## config.mk

```make
export PLATFORM = sky130hd
export DESIGN_NAME = traffic_scheduler_flat
export DESIGN_NICKNAME = d
export VERILOG_FILES = /design/src/rtl/traffic_scheduler_if.sv /design/src/rtl/traffic_scheduler.sv /design/src/flat_wrapper.sv
export SDC_FILE = /design/constraint.sdc
export NUM_CORES = 1
export LEC_CHECK = 0
export BUFFER_PORTS_ARGS = -buffer_cell sky130_fd_sc_hd__buf_2
export CAP_MARGIN = 5
export CORE_MARGIN = 5
export CORE_UTILIZATION = 60
export DETAILED_ROUTE_END_ITERATION = 10
export HOLD_SLACK_MARGIN = 0.03
export PLACE_DENSITY_LB_ADDON = 0.1
export REMOVE_ABC_BUFFERS = 1
export SYNTH_ARGS = -nofsm -noshare
export SYNTH_HDL_FRONTEND = slang
export SYNTH_SLANG_ARGS = --single-unit
```

## constraint.sdc

```tcl
create_clock -name clk -period 10.05 [get_ports clk]
set_input_delay 1.005 -clock clk [delete_from_list [all_inputs] [get_ports clk]]
set_output_delay 1.005 -clock clk [all_outputs]
set_load 0.02 [all_outputs]
```

## src/rtl/traffic_scheduler_if.sv

```systemverilog
// Game-flow control / lane-strobe bundle between the frog/collision logic and the scheduler.
// Latency: n/a (wires only).
// Backpressure: none; all signals are pulses or levels, no handshake.
//
// Ports (scheduler view, modport slave):
//   start, frog_hit, frog_home        in   game-event pulses
//   level[3:0], lives[1:0], state[2:0] out  game status
//   lane_step[5:0]                    out  per-lane one-cycle move strobes (bit 0 = top lane)
//   cars_reset, game_over             out  car re-home hold, game-over flag
interface traffic_scheduler_if;
    logic       start;
    logic       frog_hit;
    logic       frog_home;
    logic [3:0] level;
    logic [1:0] lives;
    logic [2:0] state;
    logic [5:0] lane_step;
    logic       cars_reset;
    logic       game_over;

    // Frog/collision side: raises events, observes game status.
    modport master (
        output start, frog_hit, frog_home,
        input  level, lives, state, lane_step, cars_reset, game_over
    );

    // Scheduler side.
    modport slave (
        input  start, frog_hit, frog_home,
        output level, lives, state, lane_step, cars_reset, game_over
    );
endinterface

```

## src/rtl/traffic_scheduler.sv

```systemverilog
// Game-flow FSM (idle/play/freeze/clear/over) plus level-scaled per-lane car move strobes.
// Latency: all outputs registered; an input event is reflected in the outputs one cycle later.
// Backpressure: none; strobes are fire-and-forget, events outside their honoured states are dropped.
//
// Ports:
//   clk    in  clock
//   reset  in  synchronous, active-high reset
//   bus    traffic_scheduler_if.slave (start/frog_hit/frog_home in; level/lives/state/
//          lane_step/cars_reset/game_over out)
module traffic_scheduler #(
    parameter logic [23:0] BASE_PERIOD   = 24'd50000,
    parameter logic [23:0] LEVEL_STEP    = 24'd5000,
    parameter logic [23:0] MIN_PERIOD    = 24'd10000,
    parameter logic [23:0] LANE_MULT     = 24'h242321,
    parameter logic [3:0]  MAX_LEVEL     = 4'd9,
    parameter logic [1:0]  LIVES         = 2'd3,
    parameter logic [23:0] FREEZE_CYCLES = 24'd25000000,
    parameter logic [23:0] CLEAR_CYCLES  = 24'd12500000
) (
    input  logic                clk,
    input  logic                reset,
    traffic_scheduler_if.slave  bus
);

    typedef enum logic [2:0] {
        S_IDLE   = 3'd0,
        S_PLAY   = 3'd1,
        S_FREEZE = 3'd2,
        S_CLEAR  = 3'd3,
        S_OVER   = 3'd4
    } state_t;

    state_t      state_q, state_n;
    logic [3:0]  level_q, level_n;
    logic [1:0]  lives_q, lives_n;

    logic [23:0] pre_cnt;
    logic [23:0] tmr;
    logic [3:0]  lane_cnt [6];
    logic [23:0] level_off;
    logic [23:0] period;
    logic        base_tick;
    logic [5:0]  lane_wrap;
    logic        enter_play;
    logic        stay_play;

    logic [5:0]  lane_step_q;
    logic        cars_reset_q;
    logic        game_over_q;

    // Prescaler period for the current level, floored at MIN_PERIOD. Level only
    // changes on the way out of PLAY, so the period is stable for a whole PLAY stint.
    always_comb begin
        level_off = {20'd0, level_q - 4'd1} * LEVEL_STEP;
        if (BASE_PERIOD < MIN_PERIOD + level_off) begin
            period = MIN_PERIOD;
        end else begin
            period = BASE_PERIOD - level_off;
        end
    end

    assign base_tick = (state_q == S_PLAY) && (pre_cnt == period - 24'd1);

    always_comb begin
        lane_wrap = '0;
        for (int i = 0; i < 6; i++) begin
            lane_wrap[i] = base_tick && (lane_cnt[i] == LANE_MULT[4*i +: 4] - 4'd1);
        end
    end

    // Next-state / next-status logic.
    always_comb begin
        state_n = state_q;
        level_n = level_q;
        lives_n = lives_q;
        case (state_q)
            S_IDLE, S_OVER: begin
                if (bus.start) begin
                    state_n = S_PLAY;
                    level_n = 4'd1;
                    lives_n = LIVES;
                end
            end
            S_PLAY: begin
                // A hit wins over a simultaneous home arrival.
                if (bus.frog_hit) begin
                    state_n = S_FREEZE;
                    lives_n = (lives_q == 2'd0) ? 2'd0 : lives_q - 2'd1;
                end else if (bus.frog_home) begin
                    state_n = S_CLEAR;
                    level_n = (level_q >= MAX_LEVEL) ? MAX_LEVEL : level_q + 4'd1;
                end
            end
            S_FREEZE: begin
                if (tmr == FREEZE_CYCLES - 24'd1) begin
                    state_n = (lives_q == 2'd0) ? S_OVER : S_PLAY;
                end
            end
            S_CLEAR: begin
                if (tmr == CLEAR_CYCLES - 24'd1) begin
                    state_n = S_PLAY;
                end
            end
            default: state_n = S_IDLE;
        endcase
    end

    always_ff @(posedge clk) begin
        if (reset) begin
            state_q <= S_IDLE;
            level_q <= 4'd1;
            lives_q <= LIVES;
        end else begin
            state_q <= state_n;
            level_q <= level_n;
            lives_q <= lives_n;
        end
    end

    assign enter_play = (state_n == S_PLAY) && (state_q != S_PLAY);
    // Strobes are only emitted when the next cycle is still PLAY, so a wrap coinciding
    // with a hit/home never leaks a strobe into FREEZE/CLEAR.
    assign stay_play  = (state_n == S_PLAY) && (state_q == S_PLAY);

    always_ff @(posedge clk) begin
        if (reset) begin
            pre_cnt      <= '0;
            tmr          <= '0;
            lane_step_q  <= '0;
            cars_reset_q <= 1'b1;
            game_over_q  <= 1'b0;
            for (int i = 0; i < 6; i++) begin
                lane_cnt[i] <= '0;
            end
        end else begin
            // Counters restart on every PLAY entry and are held everywhere else.
            if (enter_play) begin
                pre_cnt <= '0;
                for (int i = 0; i < 6; i++) begin
                    lane_cnt[i] <= '0;
                end
            end else if (state_q == S_PLAY) begin
                pre_cnt <= base_tick ? 24'd0 : pre_cnt + 24'd1;
                for (int i = 0; i < 6; i++) begin
                    if (base_tick) begin
                        lane_cnt[i] <= lane_wrap[i] ? 4'd0 : lane_cnt[i] + 4'd1;
                    end
                end
            end

            // Dwell timer shared by FREEZE and CLEAR; zero on entry to any state.
            if (state_n != state_q) begin
                tmr <= '0;
            end else if (state_q == S_FREEZE || state_q == S_CLEAR) begin
                tmr <= tmr + 24'd1;
            end else begin
                tmr <= '0;
            end

            lane_step_q  <= stay_play ? lane_wrap : 6'd0;
            cars_reset_q <= (state_n == S_IDLE) || (state_n == S_CLEAR);
            game_over_q  <= (state_n == S_OVER);
        end
    end

    assign bus.state      = state_q;
    assign bus.level      = level_q;
    assign bus.lives      = lives_q;
    assign bus.lane_step  = lane_step_q;
    assign bus.cars_reset = cars_reset_q;
    assign bus.game_over  = game_over_q;

endmodule

```

## src/flat_wrapper.sv

```systemverilog
// flat-port wrapper written by rule: the top's interface ports become plain ports
module traffic_scheduler_flat 
#(
    parameter logic [23:0] BASE_PERIOD   = 24'd50000,
    parameter logic [23:0] LEVEL_STEP    = 24'd5000,
    parameter logic [23:0] MIN_PERIOD    = 24'd10000,
    parameter logic [23:0] LANE_MULT     = 24'h242321,
    parameter logic [3:0]  MAX_LEVEL     = 4'd9,
    parameter logic [1:0]  LIVES         = 2'd3,
    parameter logic [23:0] FREEZE_CYCLES = 24'd25000000,
    parameter logic [23:0] CLEAR_CYCLES  = 24'd12500000
)
  (clk, reset, bus_start, bus_frog_hit, bus_frog_home, bus_level, bus_lives, bus_state, bus_lane_step, bus_cars_reset, bus_game_over);
  traffic_scheduler_if bus_i ();
  input  logic clk;
  input  logic reset;
  input wire logic [$bits(bus_i.start)-1:0] bus_start;
  input wire logic [$bits(bus_i.frog_hit)-1:0] bus_frog_hit;
  input wire logic [$bits(bus_i.frog_home)-1:0] bus_frog_home;
  output wire logic [$bits(bus_i.level)-1:0] bus_level;
  output wire logic [$bits(bus_i.lives)-1:0] bus_lives;
  output wire logic [$bits(bus_i.state)-1:0] bus_state;
  output wire logic [$bits(bus_i.lane_step)-1:0] bus_lane_step;
  output wire logic [$bits(bus_i.cars_reset)-1:0] bus_cars_reset;
  output wire logic [$bits(bus_i.game_over)-1:0] bus_game_over;
  assign bus_i.start = bus_start;
  assign bus_i.frog_hit = bus_frog_hit;
  assign bus_i.frog_home = bus_frog_home;
  assign bus_level = bus_i.level;
  assign bus_lives = bus_i.lives;
  assign bus_state = bus_i.state;
  assign bus_lane_step = bus_i.lane_step;
  assign bus_cars_reset = bus_i.cars_reset;
  assign bus_game_over = bus_i.game_over;
  traffic_scheduler #(.BASE_PERIOD(BASE_PERIOD), .LEVEL_STEP(LEVEL_STEP), .MIN_PERIOD(MIN_PERIOD), .LANE_MULT(LANE_MULT), .MAX_LEVEL(MAX_LEVEL), .LIVES(LIVES), .FREEZE_CYCLES(FREEZE_CYCLES), .CLEAR_CYCLES(CLEAR_CYCLES)) u_core (.clk(clk), .reset(reset), .bus(bus_i));
endmodule
```

==> results of run 1 <==
## synth_stat cells, types with 6 or more instances
| cell type | n | area share |
|---|---|---|
| and2_1 | 11 | 0.011 |
| o21a_1 | 9 | 0.011 |
| o21ai_0 | 15 | 0.012 |
| and3_1 | 15 | 0.015 |
| ha_1 | 34 | 0.070 |
| xor2_1 | 32 | 0.046 |
| xnor2_1 | 41 | 0.059 |
| nand2_1 | 70 | 0.043 |
| nand4_1 | 10 | 0.010 |
| nor2_1 | 108 | 0.067 |
| nand3b_1 | 7 | 0.0087 |
| nor3_1 | 27 | 0.022 |
| or2_2 | 6 | 0.0062 |
| nor2b_1 | 6 | 0.0062 |
| nand2b_1 | 18 | 0.019 |
| buf_2 | 7 | 0.0058 |
| edfxtp_1 | 24 | 0.12 |
| nor3b_1 | 7 | 0.0087 |
| dfxtp_1 | 65 | 0.21 |
| nor4b_2 | 6 | 0.015 |
| mux2i_1 | 6 | 0.0099 |
| a21oi_1 | 21 | 0.017 |
| inv_1 | 23 | 0.014 |
| clkbuf_1 | 15 | 0.0093 |
| nand3_1 | 37 | 0.031 |
## where the power goes
group          leakage, nW  internal (W)  switching (W)
sequential           0.782      0.000381      0.0000109
combinational         1.62     0.0000728       0.000118
clock                0.110      0.000122       0.000142
## cell type report
class,count,share of cell area
clock inverters,7,0.0143
repair buffers,23,0.0186
clock buffers,9,0.0192
inverters,26,0.0151
multi-input cells,582,0.594
well taps,133,0.0258
flip-flops and latches,89,0.313
## metal layers
layer  track usage  part of all wire
met1         0.287              0.47
met2         0.363              0.49
met3        0.0339             0.032
met4        0.0673             0.015
met5             0                 0
## stage by stage
step,power [W],area (um2),setup WS [ps],utilization
after floorplan,0.000545,5950,1620,-
after global placement,0.000583,6250,2120,0.636
after detailed placement,0.000588,6250,1860,0.636
after CTS,0.000853,6460,1760,0.658
after global routing,0.000894,6460,1010,0.658
final,0.000847,6460,1790,0.658
## cells by family (layout without fill, tap and decap cells)
group	count (synthesis)	count (layout)
simple gates	358	358
flops	89	89
compound gates	105	105
fa+ha+maj	35	35
xor+xnor	74	74
buf+inv	50	65
mux	10	10
## flip-flops by register name (all words and copies together) (netlist names)
| name | cells |
|---|---|
| u_core.bus.cars_reset | 1 |
| u_core.bus.game_over | 1 |
| u_core.bus.lane_step | 6 |
| u_core.bus.level | 4 |
| u_core.bus.lives | 2 |
| u_core.bus.state | 3 |
| u_core.lane_cnt | 24 |
| u_core.pre_cnt | 24 |
| u_core.tmr | 24 |
## how the worst max path moves through the flow
| stage | slack, ps | to | cells past startpoint |
|---|---|---|---|
| floorplan | 1620 | u_core.lane_cnt[0][0] | 27 |
| global placement | 2120 | u_core.lane_cnt[0][1] | 27 |
| detailed placement | 1860 | u_core.lane_cnt[0][5] | 27 |
| CTS | 1760 | u_core.lane_cnt[0][5] | 27 |
| global route | 1010 | u_core.lane_cnt[0][21] | 27 |
| finish | 1790 | u_core.lane_cnt[0][5] | 27 |
## worst register-to-register path: stages (launching register included)
cell       delay [ps]
dfxtp_1           660
inv_1             170
ha_1              330
xor2_2            310
inv_2             110
ha_1              290
inv_1              50
ha_1              270
ha_1              340
fa_1              500
a211o_1           310
a21oi_1           240
nor2_1            160
nor4b_1           320
a31o_1            150
a41oi_2           230
and2_1            290
nor3_1            140
ha_1              210
and4b_1           240
o2111ai_1         210
a2111oi_4         270
xnor2_1           170
a211o_1           290
a22oi_1           200
o2111a_1          270
nand3_1           840
nor3_1            470
==> flow_summary.yaml, run 1 <==
drt:
  via_per_inst: 5.91
  wl_um: 13200
  ant_nets: 0
  firstDrtPassIters: 5
  drtIter0Drc: 319
  drc: 0
  dr_total_vias: 5136
  wire_per_inst_um: 15.1
clock_network:
  path_clk_slew_ps: 110
  clockRootBuffer: "clkbuf_8"
  cts_setup_buffers: 0
  cts_tree: "built"
  clock_path_buffers: 2
  clk_latency_ps: 370
  clock_sinks: 89
  cts_max_level: 3
  cts_buffers: 9
  postCtsHoldBufs: 0
  postCtsResizedCells: 0
timing:
  whs_ps: 454
  rsz0062_at_grt: "no"
  clock_skew_ps: 20.5
  tns_ps: 0
  period_needed_ps: 8260
  worst_pin_slew_ps: 1230
  timing.slew.headroom: 0.178
  hold_viol_final: 0
  timing.fmax_ghz: 0.121
  min_period_over_period: 0.822
  report.final.slew_viol_count: 0
  setup_viol_count_final: 0
status:
  status: "finished clean"
setup_path:
  crit_slowest_cell: "nand3_1"
  worst_ep_arrival_time_ps: 8410
  slowest_delay_ps: 840
  r2r_start: "u_core.bus.level[1]"
  r2r_slack_ps: 1790
  critPathTopFamily: "simple AND/OR/NAND/NOR gates"
  crit_path_max_fanout: 30
  crit_path_frequent_cell: "ha_1"
  critical_path_class: "reg -> reg"
  crit_buf_inv: 3
  cp.required_ps: 10210
  ff2ff_path_depth: 27
  timing.rr.end: "u_core.lane_cnt[0][5]"
  cp-end-kind: "register"
  startpoint: "u_core.bus.level[1]"
  start_kind: "register"
pwr:
  pwr_density_cell_mw_per_mm2: 131
  ir_drop_mv: 0.111
  cellLeakagePower_nw: 2.52
yosys:
  ys_async_sr_fraction: 0
  synth-seq-cells: 89
  ys_seq_area_frac: 0.334
  synthCells: 721
  yosysWarnings: 0
  ys_types: 76
  syn-cell-area_mm2: 0.00606
  synth-compound-area-share: 0.128
  synth_edf_count: 24
  avgSynthCellArea_um2: 8.40
  synth.area.mux_share: 0.0174
  synthFlopType: "dfxtp_1"
  synth_xor_area_frac: 0.108
  synth_top_family_by_area: "simple AND/OR/NAND/NOR gates"
  synth-simple-area-share: 0.306
  synthAdderAreaFrac: 0.0735
die:
  ios: 22
  start_util: 0.617
  fp.dieH_um: 110
  die-area_mm2: 0.0122
  core_area_mm2: 0.00982
  die_x_um: 110
  core.rowCount: 36
layout:
  layout_commonest_cell: "nor2_1"
  drive_gt1_frac: 0.0924
  register_area_mm2: 0.00202
  fillers: 861
  diodes: 0
  fin_cells: 869
  final_cell_mix: "108 x nor2_1, 70 x nand2_1, 65 x dfxtp_1, 41 x xnor2_1, 37 x nand3_1"
  multi_input_area_mm2: 0.00384
  fin_nets: 771
  syn_to_final_growth_pct: 6.69
place:
  gp_congestion: 0.924
  dpl.hpwl_um: 9780
  port_buffers: 21
  dp.cells: 853
global_routing:
  grt_pass1_wl_um: 22700
  grt_antenna_before_repair: 0
  grt_pass1_vias: 4910
  grt_start_max_net_pins: 31
  grt_use_total: 0.216
  overflow: 0
min_path:
  holdPathEnd: "u_core.tmr[0]"
  worstHoldStart: "u_core.tmr[0]"
  holdPathStages: 1
  hold_class: "reg -> reg"
flow_run:
  maxCapViolations: 0
Note: power is estimated with default switching activity, not from simulation.
==> inputs of run 2 (changes only) <==
Clock period 10.05 ns to 8.1 ns, I/O delays scaled along.
==> flow_summary.yaml, run 2 (synthesis results as in run 1) <==
layout:
  diodes: 0
  syn_to_final_growth_pct: 7.21
  drive_gt1_frac: 0.0986
  fin_nets: 775
  reg_top3: "u_core.lane_cnt: 24 flops, u_core.pre_cnt: 24 flops, u_core.tmr: 24 flops"
  layout_commonest_cell: "nor2_1"
  post-route-util: 0.661
  final_cell_mix: "108 x nor2_1, 70 x nand2_1, 63 x dfxtp_1, 41 x xnor2_1, 37 x nand3_1"
  fin_cells: 873
drt:
  ant_nets: 0
  drc: 0
  wl_um: 13100
  wire_per_inst_um: 15.0
  via_per_inst: 5.89
  drtIter0Drc: 466
  dr_total_vias: 5143
  firstDrtPassIters: 5
timing:
  report.final.slew_viol_count: 0
  fin_ws_ps: 535
  hold_viol_final: 0
  setup_viol_count_final: 0
  rsz0062_at_grt: "no"
  worst_pin_slew_ps: 846
  period_needed_ps: 7560
  min_period_over_period: 0.934
  clock_skew_ps: 11.0
  timing.fmax_ghz: 0.132
  timing.slew.headroom: 0.421
global_routing:
  grt_antenna_before_repair: 0
  grt_pass1_vias: 4822
  met3_usage: 0.0334
  top_usage_layer: "met2"
  grt_use_total: 0.212
  grt_pass1_wl_um: 22300
  grtUsageMet2: 0.362
  grtUsageMet1: 0.278
  overflow: 0
  grt_start_max_net_pins: 31
place:
  dpl_worst_slack_ps: 429
  port_buffers: 21
  gp_congestion: 0.921
  dpl.hpwl_um: 9680
  dp.cells: 857
pwr:
  pwr_density_cell_mw_per_mm2: 160
  p_seq_frac: 0.468
  intPower_w: 0.000718
  cellLeakagePower_nw: 2.53
  netSwitchingFraction: 0.309
  p_comb_frac: 0.229
  power_switching_w: 0.000321
  ir_drop_mv: 0.0880
  clock_power_share: 0.303
setup_path:
  crit_path_frequent_cell: "ha_1"
  r2r_start: "u_core.bus.level[0]"
  worst_ep_arrival_time_ps: 7610
  start_kind: "register"
  critical_path_class: "reg -> reg"
  startpoint: "u_core.bus.level[0]"
  timing.rr.end: "u_core.lane_cnt[0][0]"
  r2r_slack_ps: 540
  cp-end-kind: "register"
  slowest_delay_ps: 510
  ff2ff_path_depth: 28
  cp.required_ps: 8140
  crit_slowest_cell: "fa_1"
  crit_path_max_fanout: 20
clock_network:
  clockRootBuffer: "clkbuf_8"
  cts_tree: "built"
  postCtsResizedCells: 0
  cts_setup_buffers: 0
  clk_latency_ps: 360
  postCtsHoldBufs: 0
  cts_max_level: 3
  cts_buffers: 9
  clock_sinks: 89
  path_clk_slew_ps: 90
  clock_path_buffers: 2
min_path:
  worstHoldStart: "u_core.tmr[0]"
  hold_class: "reg -> reg"
  holdPathEnd: "u_core.tmr[0]"
  holdPathStages: 1
die:
  die-area_mm2: 0.0122
  fp.dieH_um: 110
  ios: 22
  core.rowCount: 36
  core_area_mm2: 0.00982
  start_util: 0.617
  die_x_um: 110
flow_run:
  maxCapViolations: 0
status:
  status: "finished clean"
==> run 2: cell count changes in the layout (fill, tap and decap cells not counted), sizes merged <==
cell,change
clkinvlp,+1
buf,+4
inv,-3
clkbuf,+2
==> run 2: critical path, delay by kind of cell, from the launching register on <==
kind | cells | cell delay [ps]
flip-flops | 1 | 400
AO/OA/AOI/OAI | 7 | 1610
buffers and inverters | 4 | 680
multiplexers | 1 | 210
XOR/XNOR | 2 | 500
adder cells (fa/ha/maj) | 6 | 2080
AND/OR/NAND/NOR | 8 | 1740
==> run 2: power by group through the flow <==
stage                     Sequential (W)  Combinational, W  Clock [W]
after CTS                       0.000486          0.000234   0.000323
after detailed placement        0.000496          0.000233          0
after global placement          0.000495          0.000228          0
after floorplan                 0.000497          0.000179          0
final                           0.000486          0.000238   0.000314
after global routing            0.000489          0.000261   0.000342
==> run 2: layout make-up <==
| type | count | area (um2) |
|---|---|---|
| tap | 133 | 166 |
| inverter | 26 | 97.6 |
| sequential | 89 | 2020 |
| clock inverter | 5 | 62.6 |
| multi-input combinational | 582 | 3850 |
| fill | 839 | 3330 |
| clock buffer | 11 | 141 |
| timing repair buffer | 27 | 150 |
==> run 2: per-layer routing <==
layer | share of wire | vias up
li1 | - | 2588
met1 | 0.47 | 2407
met2 | 0.48 | 133
met3 | 0.043 | 15
met4 | 0.014 | 0
met5 | 0 | -
==> run 2: worst max path at each step <==
stage,end,slack (ps),cells past startpoint
3_5_place_dp,u_core.lane_cnt[0][6],430,28
5_1_grt,u_core.lane_cnt[0][0],20,28
3_3_place_gp,u_core.lane_cnt[0][6],820,28
2_1_floorplan,u_core.lane_cnt[0][0],-330,27
6_report,u_core.lane_cnt[0][0],540,28
4_1_cts,u_core.lane_cnt[0][0],380,28
==> run 2: through the flow <==
stage / setup TNS, ps / hold slack, ps / total power [W] / instance area (um2)
after detailed placement: 0 / 444 / 0.000729 / 6280
after floorplan: -6630 / 413 / 0.000676 / 5950
after global placement: 0 / 427 / 0.000723 / 6280
final: 0 / 465 / 0.00104 / 6490
after CTS: 0 / 462 / 0.00104 / 6480
after global routing: 0 / 464 / 0.00109 / 6490
==> inputs of run 3 (changes only) <==
Settings changed: CORE_MARGIN 5 to 4.
==> flow_summary.yaml, run 3 (synthesis results as in run 1) <==
place:
  port_buffers: 21
  gp_congestion: 0.880
  dpl_worst_slack_ps: 412
  dpl.hpwl_um: 9870
  dpl_cell_area_mm2: 0.00628
global_routing:
  overflow: 0
  grt_start_max_net_pins: 31
  grt_antenna_before_repair: 0
  grt_use_total: 0.240
  grt_pass1_vias: 4956
  grt_pass1_wl_um: 23100
drt:
  dr_total_vias: 5161
  firstDrtPassIters: 7
  wire_per_inst_um: 15.2
  ant_nets: 0
  drc: 0
  via_per_inst: 5.90
  drtIter0Drc: 367
  wl_um: 13300
timing:
  report.final.slew_viol_count: 0
  hold_viol_final: 0
  fin_ws_ps: 577
  min_period_over_period: 0.929
  timing.fmax_ghz: 0.133
  period_needed_ps: 7520
  setup_viol_count_final: 0
  timing.slew.headroom: 0.492
  clock_skew_ps: 8.41
  worst_pin_slew_ps: 743
clock_network:
  cts_buffers: 9
  cts_max_level: 3
  clock_path_buffers: 2
  clockRootBuffer: "clkbuf_8"
  clk_latency_ps: 360
  cts_tree: "built"
  postCtsHoldBufs: 0
  path_clk_slew_ps: 90
  clock_sinks: 89
pwr:
  design_power_total_w: 0.00103
  ir_drop_mv: 0.0978
  pwr_density_cell_mw_per_mm2: 158
  cellLeakagePower_nw: 2.55
setup_path:
  r2r_slack_ps: 580
  crit_path_max_fanout: 20
  worst_ep_arrival_time_ps: 7570
  crit_slowest_cell: "fa_1"
  crit_path_frequent_cell: "ha_1"
  critical_path_class: "reg -> reg"
  start_kind: "register"
  r2r_start: "u_core.bus.level[0]"
  cp-end-kind: "register"
  startpoint: "u_core.bus.level[0]"
  slowest_delay_ps: 500
  cp.required_ps: 8150
min_path:
  hold_class: "reg -> reg"
  worstHoldStart: "u_core.tmr[0]"
die:
  die_x_um: 108
  core.rowCount: 36
  fp.dieH_um: 108
  core_area_mm2: 0.00982
  start_util: 0.617
  die-area_mm2: 0.0118
  ios: 22
layout:
  diodes: 0
  design_area_mm2: 0.00652
  final_cell_mix: "108 x nor2_1, 70 x nand2_1, 63 x dfxtp_1, 41 x xnor2_1, 37 x nand3_1"
  syn_to_final_growth_pct: 7.58
  layout_commonest_cell: "nor2_1"
  drive_gt1_frac: 0.105
  reg_top3: "u_core.lane_cnt: 24 flops, u_core.pre_cnt: 24 flops, u_core.tmr: 24 flops"
  fin_nets: 777
flow_run:
  maxCapViolations: 0
status:
  status: "finished clean"
run 3: cell count changes in the layout (fill, tap and decap cells not counted):
cell       previous run  this run
buf_4                 6         8
bufinv_16             1         0
clkbuf_1              1         0
clkbuf_8             10        12
clkinv_4              0         1
ha_1                 34        33
ha_2                  0         1
inv_1                23        22
nor3_2                2         1
nor3_4                0         1
run 3: final timing paths:
path                                end  depth (start not counted)
hold reg to reg           u_core.tmr[0]                          1
hold / removal            u_core.tmr[0]                          1
setup / recovery  u_core.lane_cnt[0][0]                         28
setup reg to reg  u_core.lane_cnt[0][0]                         28
run 3: critical path: cells and delay by family, from the launching register on:
| kind | cells | cell delay (ps) |
|---|---|---|
| compound gates | 9 | 1990 |
| xor+xnor | 2 | 390 |
| fa+ha+maj | 6 | 1930 |
| buf+inv | 4 | 670 |
| flops | 1 | 480 |
| simple gates | 7 | 1700 |
run 3: metrics by stage:
step	utilization	cells	setup TNS (ps)	hold WS [ps]
3_5_place_dp	0.639	857	0	435
5_1_grt	0.664	875	-78.1	490
2_1_floorplan	-	697	-6630	413
4_1_cts	0.659	873	0	450
6_report	0.664	875	0	448
3_3_place_gp	0.639	857	0	422
run 3: where the power goes:
part / switching (W) / internal (W) / total (W) / leakage, nW
logic: 0.000147 / 0.0000919 / 0.000239 / 1.66
clock network: 0.000165 / 0.000140 / 0.000305 / 0.105
registers: 0.0000141 / 0.000472 / 0.000486 / 0.782
total: 0.000326 / 0.000704 / 0.00103 / 2.55
run 3: repair_timing:
action,CTS,global route
buffers inserted,0,2
resized for setup,0,6
setup endpoints to repair,0,55
run 3: metal layers:
metal / GRT usage / share of wire / up-vias
li1: - / - / 2586
met1: 0.314 / 0.46 / 2441
met2: 0.412 / 0.49 / 114
met3: 0.0364 / 0.043 / 20
met4: 0.0676 / 0.013 / 0
met5: 0 / 0 / -
run 3: cell type report:
| cell class | instances | area [um2] |
|---|---|---|
| multi-input combinational | 582 | 3860 |
| timing repair buffer | 29 | 165 |
| fill | 855 | 3300 |
| clock inverter | 4 | 33.8 |
| inverter | 26 | 101 |
| sequential | 89 | 2020 |
| clock buffer | 12 | 165 |
| tap | 133 | 166 |
